[config.mk]
export PLATFORM = sky130hd
export DESIGN_NAME = alu_stream
export DESIGN_NICKNAME = d
export VERILOG_FILES = /design/src/rtl/alu_stream.sv
export SDC_FILE = /design/constraint.sdc
export NUM_CORES = 1
export LEC_CHECK = 0
export BUFFER_PORTS_ARGS = -buffer_cell sky130_fd_sc_hd__clkbuf_2
export CELL_PAD_IN_SITES_DETAIL_PLACEMENT = 0
export CELL_PAD_IN_SITES_GLOBAL_PLACEMENT = 1
export CORE_MARGIN = 2
export CORE_UTILIZATION = 48
export CTS_CLUSTER_SIZE = 10
export DETAILED_ROUTE_END_ITERATION = 10
export GPL_ROUTABILITY_DRIVEN = 0
export GPL_TIMING_DRIVEN = 0
export PLACE_DENSITY_LB_ADDON = 0.1
export SYNTH_ARGS = -nofsm -noshare
export SYNTH_HDL_FRONTEND = slang
export SYNTH_SLANG_ARGS = --single-unit
[constraint.sdc]
create_clock -name clk -period 6.53 [get_ports clk]
set_input_delay 0 -clock clk [delete_from_list [all_inputs] [get_ports clk]]
set_output_delay 0 -clock clk [all_outputs]
set_load 0.02 [all_outputs]
[src/rtl/alu_stream.sv]
// alu_stream: two-stage pipelined ALU with valid/ready handshakes on both sides.
// Stage 1 captures operands and opcode, stage 2 holds the result and its flags.
// A saturating counter tracks completed output handshakes.
module alu_stream #(
  parameter int DATA_WIDTH = 8,
  parameter int SEL_WIDTH  = 3,
  parameter int CNT_WIDTH  = 16
) (
  input  logic                  clk,
  input  logic                  rst,
  input  logic                  valid_i,
  output logic                  ready_o,
  input  logic [DATA_WIDTH-1:0] data_i_1,
  input  logic [DATA_WIDTH-1:0] data_i_2,
  input  logic [SEL_WIDTH-1:0]  sel_i,
  output logic                  valid_o,
  input  logic                  ready_i,
  output logic [DATA_WIDTH:0]   data_o,
  output logic                  zero_o,
  output logic                  ovf_o,
  output logic                  err_o,
  output logic [CNT_WIDTH-1:0]  op_cnt_o
);

  localparam int W = DATA_WIDTH;
  localparam logic [W:0]   ONE_X   = {{W{1'b0}}, 1'b1};
  localparam logic [W-1:0] MAX_POS = {1'b0, {(W-1){1'b1}}};
  localparam logic [W-1:0] MIN_NEG = {1'b1, {(W-1){1'b0}}};

  logic                 s1_valid;
  logic [W-1:0]         s1_a;
  logic [W-1:0]         s1_b;
  logic [SEL_WIDTH-1:0] s1_sel;

  logic       en1;
  logic       en2;
  logic       bad_op;
  logic [2:0] op;
  logic [W:0] a_x;
  logic [W:0] b_x;
  logic [W:0] res;
  logic       res_ovf;
  logic       res_zero;

  // Stage 2 moves when it is empty or being drained; stage 1 loads on an input handshake.
  assign en2     = s1_valid && (!valid_o || ready_i);
  assign ready_o = !rst && (!s1_valid || en2);
  assign en1     = valid_i && ready_o;

  assign op = s1_sel[2:0];

  // Codes above 7 only exist when the opcode field is wider than 3 bits.
  generate
    if (SEL_WIDTH > 3) begin : g_err
      assign bad_op = |s1_sel[SEL_WIDTH-1:3];
    end else begin : g_no_err
      assign bad_op = 1'b0;
    end
  endgenerate

  assign a_x = {1'b0, s1_a};
  assign b_x = {1'b0, s1_b};

  // Result and overflow from the stage-1 operands; B is never read by INC/DEC/NOT.
  always_comb begin
    res     = '0;
    res_ovf = 1'b0;
    if (!bad_op) begin
      case (op)
        3'd0: begin
          res     = a_x + b_x;
          res_ovf = (s1_a[W-1] == s1_b[W-1]) && (res[W-1] != s1_a[W-1]);
        end
        3'd1: begin
          res     = a_x - b_x;
          res_ovf = (s1_a[W-1] != s1_b[W-1]) && (res[W-1] != s1_a[W-1]);
        end
        3'd2: begin
          res     = a_x + ONE_X;
          res_ovf = (s1_a == MAX_POS);
        end
        3'd3: begin
          res     = a_x - ONE_X;
          res_ovf = (s1_a == MIN_NEG);
        end
        3'd4: res = {1'b0, s1_a & s1_b};
        3'd5: res = {1'b0, s1_a | s1_b};
        3'd6: res = {1'b0, s1_a ^ s1_b};
        default: res = {1'b0, ~s1_a};
      endcase
    end
  end

  assign res_zero = (res[W-1:0] == '0);

  // Stage 1 register: operand capture and occupancy.
  always_ff @(posedge clk or posedge rst) begin
    if (rst) begin
      s1_valid <= 1'b0;
      s1_a     <= '0;
      s1_b     <= '0;
      s1_sel   <= '0;
    end else begin
      if (en1) begin
        s1_valid <= 1'b1;
        s1_a     <= data_i_1;
        s1_b     <= data_i_2;
        s1_sel   <= sel_i;
      end else if (en2) begin
        s1_valid <= 1'b0;
      end
    end
  end

  // Stage 2 register: result with its flags, held while the sink stalls.
  always_ff @(posedge clk or posedge rst) begin
    if (rst) begin
      valid_o <= 1'b0;
      data_o  <= '0;
      zero_o  <= 1'b0;
      ovf_o   <= 1'b0;
      err_o   <= 1'b0;
    end else begin
      if (en2) begin
        valid_o <= 1'b1;
        data_o  <= res;
        zero_o  <= res_zero;
        ovf_o   <= res_ovf;
        err_o   <= bad_op;
      end else if (ready_i) begin
        valid_o <= 1'b0;
      end
    end
  end

  // Completed-handshake counter, sticks at all-ones.
  always_ff @(posedge clk or posedge rst) begin
    if (rst) begin
      op_cnt_o <= '0;
    end else if (valid_o && ready_i && (op_cnt_o != '1)) begin
      op_cnt_o <= op_cnt_o + 1'b1;
    end
  end

endmodule

### After elaboration in Yosys (flattened, before gate mapping)

Cells that the tools add are included.

* output and inout bits: 30
* word-level logic and storage cells: 53
* bits of input ports: 23
* bits in registers: 48

* eq/ne operators: 13
* $add $sub $neg: 5
* bitwise logic cells: 4
* multiplexer cells: 6
* reduce and logical (&&, ||, !) cells: 16

Operators with widths (number)
* 9-bit one-hot mux with 7 select lines: 1
* 16-bit by 1-bit adder with 16-bit output, second input constant: 1
* 16-bit inequality test, second input constant: 1
* 8-bit by 1-bit adder with 9-bit output, second input constant: 1
* 8-bit by 8-bit adder with 9-bit output: 1
* 3-bit == test, second input constant: 3
* 8-bit by 1-bit subtractor with 9-bit output, second input constant: 1
* 8-bit by 8-bit subtractor with 9-bit output: 1
* 8-bit AND: 1
* 8-bit by 7-bit == test with 1-bit output, second input constant: 1
* 8-bit == test, second input constant: 1
* 8-bit logical NOT: 1
* 8-bit inverter: 1
* 8-bit OR: 1
* 8-bit XOR: 1
* 1-bit logical AND: 7
* 3-bit by 2-bit == test with 1-bit output, second input constant: 2
* 1-bit 2-to-1 mux: 4
* 1-bit one-hot mux with 4 select lines: 1
* 2-bit nonzero test: 2
* 3-bit by 1-bit == test with 1-bit output, second input constant: 1
* 1-bit logical NOT: 3
* 3-bit logical NOT: 1
* 1-bit inequality test: 3
* 2 further kinds: 3

### Depth between registers and ports, before layout

Gate-level depths: netlist (run 1).

* word-level depth: 7
* depth in mapped cells: 14
* gate-level depth less buffers: 12

### Least setup slack after synthesis (run 1)

OpenSTA, ideal clock, no wires.

* kind: register -> register
* from: reg s1_sel[0], in the netlist op[0]
* to: reg zero_o
* library setup time: 0.066 ns
* data required time: 6.464 ns
* buffers on the path: 4
* period minus slack after synthesis: 2.904 ns
* cell stages (with the launch flop): 15
* slack: 3.626 ns
* arrival: 2.837 ns
* cells stage by stage: dfrtp_1 buf_2 clkbuf_1 buf_2 nand2_1 inv_1 ha_1 buf_2 a211oi_1 nor3_1 a21oi_1 nand3_1 a2111oi_1 o221a_2 a41o_1

* longest elaborated chain between the ends: 3
* elaborated cells between the ends (all ways): 9
* classes of those cells: eq/ne: 6; mux: 1; reduce/logical: 2

Ends and longest elaborated chain
* from (decl): line 33 `logic [SEL_WIDTH-1:0] s1_sel;`
* from (signal assigned): line 108 `s1_sel <= sel_i;`
* 3-bit == test (tied with other cells): line 69 `case (op)`
* 9-bit one-hot mux with 7 select lines *: line 69
* 8-bit logical NOT *: line 94 `assign res_zero = (res[W-1:0] == '0);`
* to (signal assigned): line 127 `zero_o <= res_zero;`
* to (decl): line 19 `output logic zero_o,`

Every way passes the cells marked *; elsewhere a longest branch is shown, timed or not.
A chain may end at the register's enable or synchronous reset.

### Worst setup path in the final report (run 1)

Same ends and word-level chain as after synthesis.

==> impl_metrics.toml, run 1 <==
[run_status]
status = "completed"

[timing]
fmax_ghz = 0.261
tns_ns = 0
fin_skew_ns = 0.0124
fin_crit_ns = 3.83
rsz0062_at_grt = "no"
worstMarginPinSlew_ns = 0.742
drv_slew = 0
finalHoldViolCount = 0
period_share = 0.587
slew_headroom = 0.504
setup_viol = 0

[yosys]
synth-edff-count = 0
yosysWarnings = 0
avgSynthCellArea_um2 = 9.43
ys.flop_type = "dfrtp_1"
async_flop_share = 1.00
syn_nets = 448
yosys_register_bits = 48
seq_area_frac_synth = 0.327
synth_cell_types = 66
synth_cells = 390
syn-cell-area_um2 = 3680

[setup_path]
critPathMaxFanout = 10
slowest_stage = "a2111oi_1"
crit_family = "compound AO/OA/AOI/OAI gates"
crit_required_ns = 6.78
cp-start-kind = "flop"
crit_top_cell = "buf_2"
cp-end-kind = "flop"
critical_path_class = "reg2reg"
worst-path-buf-inv = 5
worstPathCellList = "buf_2 -> clkbuf_1 -> buf_2 -> nand2_1 -> inv_1 -> ha_1 -> buf_2 -> a211oi_1 -> nor3_1 -> a21oi_1 -> nand3_1 -> a2111oi_1 -> o221a_2 -> a41o_1"
max_stage_delay_ns = 0.66
cp.arrival_ns = 4.08

[clock_tree]
cts_resized = 0
cts_tree = "done"
clk_pin_slew_ns = 0.11
h-tree-depth = 2
numCtsBuffers = 5
clk_path_buf_depth = 2
clkLatencyLatePin_ns = 0.31
post_cts_buffers = 0
holdBufCountCts = 20
cts_root_buf = "clkbuf_8"
clock_sink_count = 48

[run]
maxCapViolCount = 0

[global_routing]
grt_remaining_overflow = 0
grt_max_degree = 27
grt_pass1_vias = 3178
grt_pass1_wl_um = 15700
grt_use_total = 0.234
antenna_found_initial = 0

[layout]
final_nets = 527
drive_gt1_frac = 0.236
final_cell_mix = "clkbuf_2, dfrtp_1, ha_1, inv_1, nor2_1"
fin_util = 0.602
design_area_um2 = 4420
area_delta_synth_final_pct = 20.0
antennaDiodeCount = 0
mostFrequentLayoutCell = "clkbuf_2"

[place]
dpl_cell_area_um2 = 4080
portBuffers = 51
dpl.hpwl_um = 7030

[floorplan]
die_h_um = 91.5
rows = 31
dieArea_um2 = 8380
initial_core_util = 0.502
core_um2 = 7330
die_x_um = 91.5
ios = 53

[drt]
drt-initial-drc-count = 199
finalWirelength_um = 9260
dr.pass1.iters = 4
drc_errors = 0
vias = 3162
avgViaCountPerCell = 5.56
detail-route-antenna-nets = 0
wl_per_cell_um = 16.3

[power]
leakage_nw = 2.10
power_density_nw_per_um2 = 308
max-vdd-ir-drop_uv = 219

[hold_path]
hold_path_class = "in2reg"
-- path summary, 6_finish.rpt --
| kind | cells past startpoint | from | slack [ns] | end |
|---|---|---|---|---|
| max | 14 | op[0]$_DFFE_PP0P_ | 2.70 | zero_o$_DFFE_PP0P_ |
| min | 4 | ready_i | 0.007 | s1_valid$_DFFE_PP0P_ |
| max reg2reg | 14 | op[0]$_DFFE_PP0P_ | 2.70 | zero_o$_DFFE_PP0P_ |
| min reg2reg | 2 | data_o[5]$_DFFE_PP0P_ | 0.48 | data_o[5]$_DFFE_PP0P_ |
| max in group asynchronous | 4 | rst | 5.72 | s1_a[5]$_DFFE_PP0P_ |
| min in group asynchronous | 3 | rst | 0.29 | op[1]$_DFFE_PP0P_ |
-- routing by layer --
layer  share of wire  vias to the layer above  GRT usage
met2            0.45                       87      0.385
met3           0.054                       13     0.0349
met4           0.017                        0     0.0518
li1                -                     1556          -
met1            0.47                     1506      0.327
met5               0                        -          0
-- tightest hold or removal path: cells and delay by family --
| family | cells | cell delay, ns |
|---|---|---|
| and+or+nand+nor | 3 | 0.16 |
| buffers and inverters | 1 | 0.12 |
-- kinds of logic (layout without fill, tap and decap cells) --
logic type | after synthesis | in the layout | synth area share
adder cells (fa/ha/maj) | 35 | 35 | 0.125
multiplexers | 30 | 30 | 0.0935
XOR/XNOR | 22 | 22 | 0.0524
flip-flops | 48 | 48 | 0.327
AO/OA/AOI/OAI | 87 | 87 | 0.171
AND/OR/NAND/NOR | 119 | 119 | 0.174
other | 1 | 1 | 0.00102
buffers and inverters | 48 | 128 | 0.0554
-- registers in the layout (all words and copies together) (netlist names) --
register and count:
op 3, zero_o 1, s1_a 8, data_o 9, ovf_o 1, valid_o 1, s1_b 8, op_cnt_o 16
s1_valid 1
-- through the flow --
| stage | worst slack [ns] | power (W) | hold slack [ns] | cells |
|---|---|---|---|---|
| floorplan | 3.63 | 0.000902 | 0.0841 | 390 |
| global placement | 2.79 | 0.00108 | 0.231 | 540 |
| detailed placement | 2.77 | 0.00108 | 0.0826 | 541 |
| CTS | 2.72 | 0.00137 | 0.00619 | 569 |
| global route | 2.37 | 0.00146 | 0.00123 | 569 |
| finish | 2.70 | 0.00136 | 0.00687 | 569 |
-- cell usage after synthesis, types with 4 or more instances --
master | number | area share
nand3_1 | 11 | 0.015
buf_2 | 10 | 0.014
o21a_1 | 5 | 0.010
xor2_1 | 11 | 0.026
nor3_1 | 12 | 0.016
xnor2_1 | 11 | 0.026
dfrtp_1 | 48 | 0.33
o21ai_0 | 9 | 0.012
ha_1 | 32 | 0.11
mux2i_1 | 4 | 0.011
o211ai_1 | 5 | 0.010
nor2b_1 | 11 | 0.019
nand2_1 | 24 | 0.024
and2_1 | 4 | 0.0068
a21o_1 | 4 | 0.0082
inv_1 | 31 | 0.032
clkbuf_1 | 4 | 0.0041
a21oi_1 | 20 | 0.027
nor2_1 | 26 | 0.027
a211oi_1 | 11 | 0.022
mux2_2 | 25 | 0.077
nand2b_1 | 6 | 0.010
-- report_power, final --
part	leakage, nW	switching, W	total, W	internal, W
Combinational	1.45	0.000382	0.000662	0.000280
Sequential	0.581	0.0000737	0.000435	0.000361
Clock	0.0687	0.000111	0.000265	0.000154
Total	2.10	0.000566	0.00136	0.000795
-- final cells by class --
type / count / area [um^2]
plain buffers: 17 / 87.6
flip-flops and latches: 48 / 1200
inverters: 31 / 116
clock buffers: 5 / 68.8
fillers: 675 / 2920
repair buffers: 72 / 475
multi-input cells: 294 / 2270
clock inverters: 3 / 68.8
well taps: 99 / 124
No activity file was read; power rests on OpenSTA's default activity.
==> run 2, diff against run 1 <==
Settings changed: CORE_UTILIZATION 48 to 40.
Clock period 6.53 ns to 3.45 ns, I/O delays scaled along.
==> run 2 against run 1 <==
Net effect: critical path depth is 1 lower; sequential cell count stayed put; final cell count is 1.6% higher; sequential share of layout area hardly changed; largest power group unchanged; non-clock buffer count stayed put; clock skew is 0.0013 ns higher; utilization is 10 points lower; sequential power is 89% higher; largest cell class unchanged.
==> impl_metrics.toml, run 2 (synthesis results as in run 1) <==
[drt]
vias = 3158
detail-route-antenna-nets = 0
wl_met3_um = 449
wl_met2_um = 4250
route.layer.met1.wl_um = 4680
top_layer = "met4"
dr.pass1.iters = 4
drc_errors = 0
finalWirelength_um = 9600
avgViaCountPerCell = 5.46
drt-initial-drc-count = 189
wl_per_cell_um = 16.6

[power]
sw_frac_of_total = 0.440
p_clk_frac = 0.153
power.switching_w = 0.00109
p_int_w = 0.00139
pwr-share-comb = 0.515
power_density_nw_per_um2 = 561
seqPwrFrac = 0.332
leakage_nw = 2.09
max-vdd-ir-drop_uv = 206
power_w = 0.00248

[setup_path]
slowest_stage = "dfrtp_1"
endpoint = "zero_o$_DFFE_PP0P_"
cp-start-kind = "flop"
timing.rr.start = "op[1]$_DFFE_PP0P_"
cp.arrival_ns = 3.44
reg2reg_to = "zero_o$_DFFE_PP0P_"
worstPathCellList = "clkbuf_4 -> inv_1 -> nor2_2 -> nand2_1 -> inv_2 -> ha_1 -> a211oi_1 -> nor2_1 -> and2_1 -> nor3_1 -> a221oi_1 -> o221a_2 -> a41o_1"
crit_path_start = "op[1]$_DFFE_PP0P_"
crit_required_ns = 3.65
max_stage_delay_ns = 0.42
cp-end-kind = "flop"
critical_path_class = "reg2reg"
worst-r2r-cell-count = 13
r2r_slack_ns = 0.21
critPathMaxFanout = 10

[timing]
fmax_ghz = 0.309
rsz0062_at_grt = "no"
finalHoldViolCount = 0
fin_skew_ns = 0.0138
slew_headroom = 0.488
setup_viol = 0
tns_ns = 0
drv_slew = 0
fin_crit_ns = 3.24
worstMarginPinSlew_ns = 0.768
period_share = 0.938

[clock_tree]
clk_pin_slew_ns = 0.11
cts_tree = "done"
h-tree-depth = 2
numCtsBuffers = 5
clock_sink_count = 48
cts_root_buf = "clkbuf_8"
clkLatencyLatePin_ns = 0.31
clk_path_buf_depth = 2

[layout]
final_nets = 527
largest_reg_flops = 16
top_register = "op_cnt_o"
mostFrequentLayoutCell = "clkbuf_2"
drive_gt1_frac = 0.245
reg_top3 = "op_cnt_o (16), data_o (9)"
antennaDiodeCount = 0
fin_util = 0.502
final_cell_mix = "clkbuf_2, dfrtp_1, ha_1, inv_1"
area_delta_synth_final_pct = 20.2

[place]
dpl.hpwl_um = 7400
portBuffers = 51

[floorplan]
initial_core_util = 0.418
die_x_um = 99.9
die_h_um = 99.9
core_um2 = 8810
ios = 53
dieArea_um2 = 9980
rows = 34

[global_routing]
grt_use_total = 0.201
grt_max_degree = 28
grt_pass1_vias = 3057
grt_remaining_overflow = 0
antenna_found_initial = 0
grt_pass1_wl_um = 16000

[run]
maxCapViolCount = 0

[run_status]
status = "completed"

[hold_path]
hold_path_class = "in2async"
## run 2: worst min path at each step
stage,startpoint,endpoint,slack [ns],cells past startpoint
floorplan,rst,ready_o,0.08,1
global placement,data_i_2[0],s1_b[0]$_DFFE_PP0P_,0.23,2
detailed placement,rst,s1_valid$_DFFE_PP0P_,0.07,2
CTS,rst,s1_b[1]$_DFFE_PP0P_,0.29,3
global route,rst,s1_b[1]$_DFFE_PP0P_,0.32,3
finish,rst,op[1]$_DFFE_PP0P_,0.27,3
## run 2: layer usage
layer  global-route usage  vias up
met3               0.0383       16
met5                    0        -
met1                0.282     1510
met4               0.0643        0
li1                     -     1552
met2                0.315       80
## run 2: worst max-delay path, delay by kind of cell, from the launching register on
family                   cells  cell delay (ns)
AO/OA/AOI/OAI                4             0.99
buffers and inverters        3             0.49
AND/OR/NAND/NOR              5             0.95
flip-flops                   1             0.42
adder cells (fa/ha/maj)      1             0.27
## run 2: per-stage QoR
step / hold WS, ns / cells / setup WS (ns) / cell area, um^2
finish: 0.270 / 578 / 0.213 / 4420
global route: 0.321 / 578 / 0.0298 / 4420
CTS: 0.294 / 578 / 0.0937 / 4410
detailed placement: 0.0709 / 550 / -0.325 / 4090
global placement: 0.231 / 549 / -0.330 / 4070
floorplan: 0.0841 / 390 / 0.546 / 3680
## run 2: layout make-up
class / count / area, um^2
fillers: 870 / 4390
multi-input cells: 294 / 2300
flip-flops and latches: 48 / 1200
repair buffers: 73 / 485
well taps: 108 / 135
inverters: 31 / 116
plain buffers: 16 / 86.3
clock buffers: 6 / 82.6
clock inverters: 2 / 13.8
## run 2: power by group through the flow
stage	registers (W)	clock network (W)	logic, W
final	0.000823	0.000379	0.00128
after global placement	0.000830	0	0.00122
after detailed placement	0.000836	0	0.00123
after global routing	0.000845	0.000418	0.00141
after floorplan	0.000905	0	0.000803
after CTS	0.000825	0.000391	0.00126
## run 2: repair_timing
item                                   4_1_cts  5_1_grt
setup endpoints to repair                    3        4
endpoints found under the hold margin       41        0
hold buffers                                21        0
setup buffers                                0        0
resized for setup                            3        3
==> run 3, diff against run 2 <==
Settings changed: CORE_UTILIZATION 40 to 48, REMOVE_ABC_BUFFERS set to 1.
Clock period 3.45 ns to 3.95 ns, I/O delays scaled along.
==> run 3 against run 2 <==
Net effect: total power fell by 11%; worst hold slack got worse by 0.041 ns; maximum frequency fell by 7.9%; clock skew fell by 0.0016 ns; clock power rose by 13%; sequential share of layout area rose by 0.51 points; setup slack improved by 0.22 ns; via count fell by 1.7%; non-clock buffer count fell by 16; final cell count fell by 4.3%; largest cell class unchanged.
==> impl_metrics.toml, run 3 (synthesis results as in run 1) <==
[layout]
antennaDiodeCount = 0
largest_reg_flops = 16
top_register = "op_cnt_o"
area_delta_synth_final_pct = 18.1
reg_top3 = "op_cnt_o (16), data_o (9)"
final_cell_mix = "clkbuf_2, dfrtp_1, ha_1, inv_1, nor2_1"
final_nets = 511
drive_gt1_frac = 0.220
mostFrequentLayoutCell = "clkbuf_2"

[drt]
wl_per_cell_um = 16.0
vias = 3105
finalWirelength_um = 8870
dr.pass1.iters = 4
drc_errors = 0
detail-route-antenna-nets = 0
drt-initial-drc-count = 144
avgViaCountPerCell = 5.61

[global_routing]
grt_max_degree = 31
grt_use_total = 0.225
grt_remaining_overflow = 0
grt_pass1_wl_um = 15200
antenna_found_initial = 0
grt_pass1_vias = 3062

[timing]
setup_slack_ns = 0.435
fin_crit_ns = 3.52
setup_viol = 0
fin_skew_ns = 0.0122
slew_headroom = 0.341
tns_ns = 0
period_share = 0.890
fmax_ghz = 0.284
finalHoldViolCount = 0
rsz0062_at_grt = "no"
drv_slew = 0
worstMarginPinSlew_ns = 0.987

[clock_tree]
clock_sink_count = 48
clk_path_buf_depth = 2
h-tree-depth = 2
clk_pin_slew_ns = 0.09
cts_root_buf = "clkbuf_8"
cts_tree = "done"
clkLatencyLatePin_ns = 0.31
numCtsBuffers = 5

[floorplan]
initial_core_util = 0.502
dieArea_um2 = 8380
die_h_um = 91.5
die_x_um = 91.5
rows = 31
core_um2 = 7330
ios = 53

[power]
max-vdd-ir-drop_uv = 215
power_density_nw_per_um2 = 510
leakage_nw = 2.05

[hold_path]
hold_path_class = "in2async"

[setup_path]
cp.arrival_ns = 3.71
cp-end-kind = "flop"
slowest_stage = "dfrtp_1"
worstPathCellList = "nor2_1 -> nand2_1 -> inv_1 -> ha_1 -> a211oi_1 -> nor2_1 -> and2_1 -> nor4_1 -> a2111oi_2 -> o221a_2 -> a41o_1"
max_stage_delay_ns = 0.69
critical_path_class = "reg2reg"
cp-start-kind = "flop"
crit_required_ns = 4.15
crit_top_cell = "nor2_1"
critPathMaxFanout = 23

[run_status]
status = "completed"

[place]
portBuffers = 51
pre_cts_ws_ns = 0.147
dpl.hpwl_um = 6460

[run]
maxCapViolCount = 0
-- run 3: cell count changes in the layout (fill, tap and decap cells not counted), moves of 2 or more --
cell       previous run  this run
clkbuf_1              3         0
buf_4                 3         0
bufinv_16             0         2
buf_2                 9         0
-- run 3: critical path: cells and delay by family, from the launching register on --
| family | cells | cell delay (ns) |
|---|---|---|
| AOI/OAI and AO/OA | 4 | 0.90 |
| adders and majority gates | 1 | 0.31 |
| buffers and inverters | 1 | 0.28 |
| DFF | 1 | 0.69 |
| and+or+nand+nor | 5 | 1.22 |
-- run 3: metrics by stage --
stage               total power [W]  instance area, um^2  cells  hold slack [ns]   util
global route                0.00238                 4340    553            0.283  0.593
CTS                         0.00221                 4340    553            0.242  0.592
global placement            0.00174                 3970    523            0.232  0.542
detailed placement          0.00176                 3990    524           0.0230  0.544
floorplan                   0.00147                 3590    373           0.0841      -
finish                      0.00222                 4340    553            0.229  0.593
-- run 3: worst paths after layout --
path                       slack (ns)                        to             startpoint  cells past startpoint
max                              0.43        zero_o$_DFFE_PP0P_      op[2]$_DFFE_PP0P_                     11
min                              0.23      s1_valid$_DFFE_PP0P_                    rst                      3
max reg2reg                      0.43        zero_o$_DFFE_PP0P_      op[2]$_DFFE_PP0P_                     11
min reg2reg                      0.48     data_o[3]$_DFFE_PP0P_  data_o[3]$_DFFE_PP0P_                      2
max in group asynchronous        3.23  op_cnt_o[14]$_DFFE_PP0P_                    rst                      4
min in group clk                 0.45       s1_b[3]$_DFFE_PP0P_            data_i_2[3]                      3
-- run 3: report_power, final --
part           switching (W)  internal, W  leakage (nW)
sequential          0.000158     0.000596         0.580
clock               0.000175     0.000255        0.0687
combinational       0.000583     0.000449          1.40
total               0.000917      0.00130          2.05
-- run 3: repair_timing --
item | in CTS | in global routing
endpoints found under the setup margin | 0 | 4
setup buffers | 0 | 0
gates resized for setup | 0 | 2
hold buffers | 21 | 0
endpoints found under the hold margin | 38 | 0
-- run 3: cell type report --
type	instances	area (um^2)
multi-input cells	294	2280
clock inverters	3	68.8
inverters	31	116
flip-flops and latches	48	1200
well taps	99	124
fillers	669	2990
repair buffers	73	485
clock buffers	5	68.8
-- run 3: layer usage --
metal  GRT usage  wire length, um  share of wire
met2       0.367             4190           0.47
met5           0                0              0
met1       0.312             4240           0.48
met4      0.0543              102          0.011
met3      0.0357              340          0.038
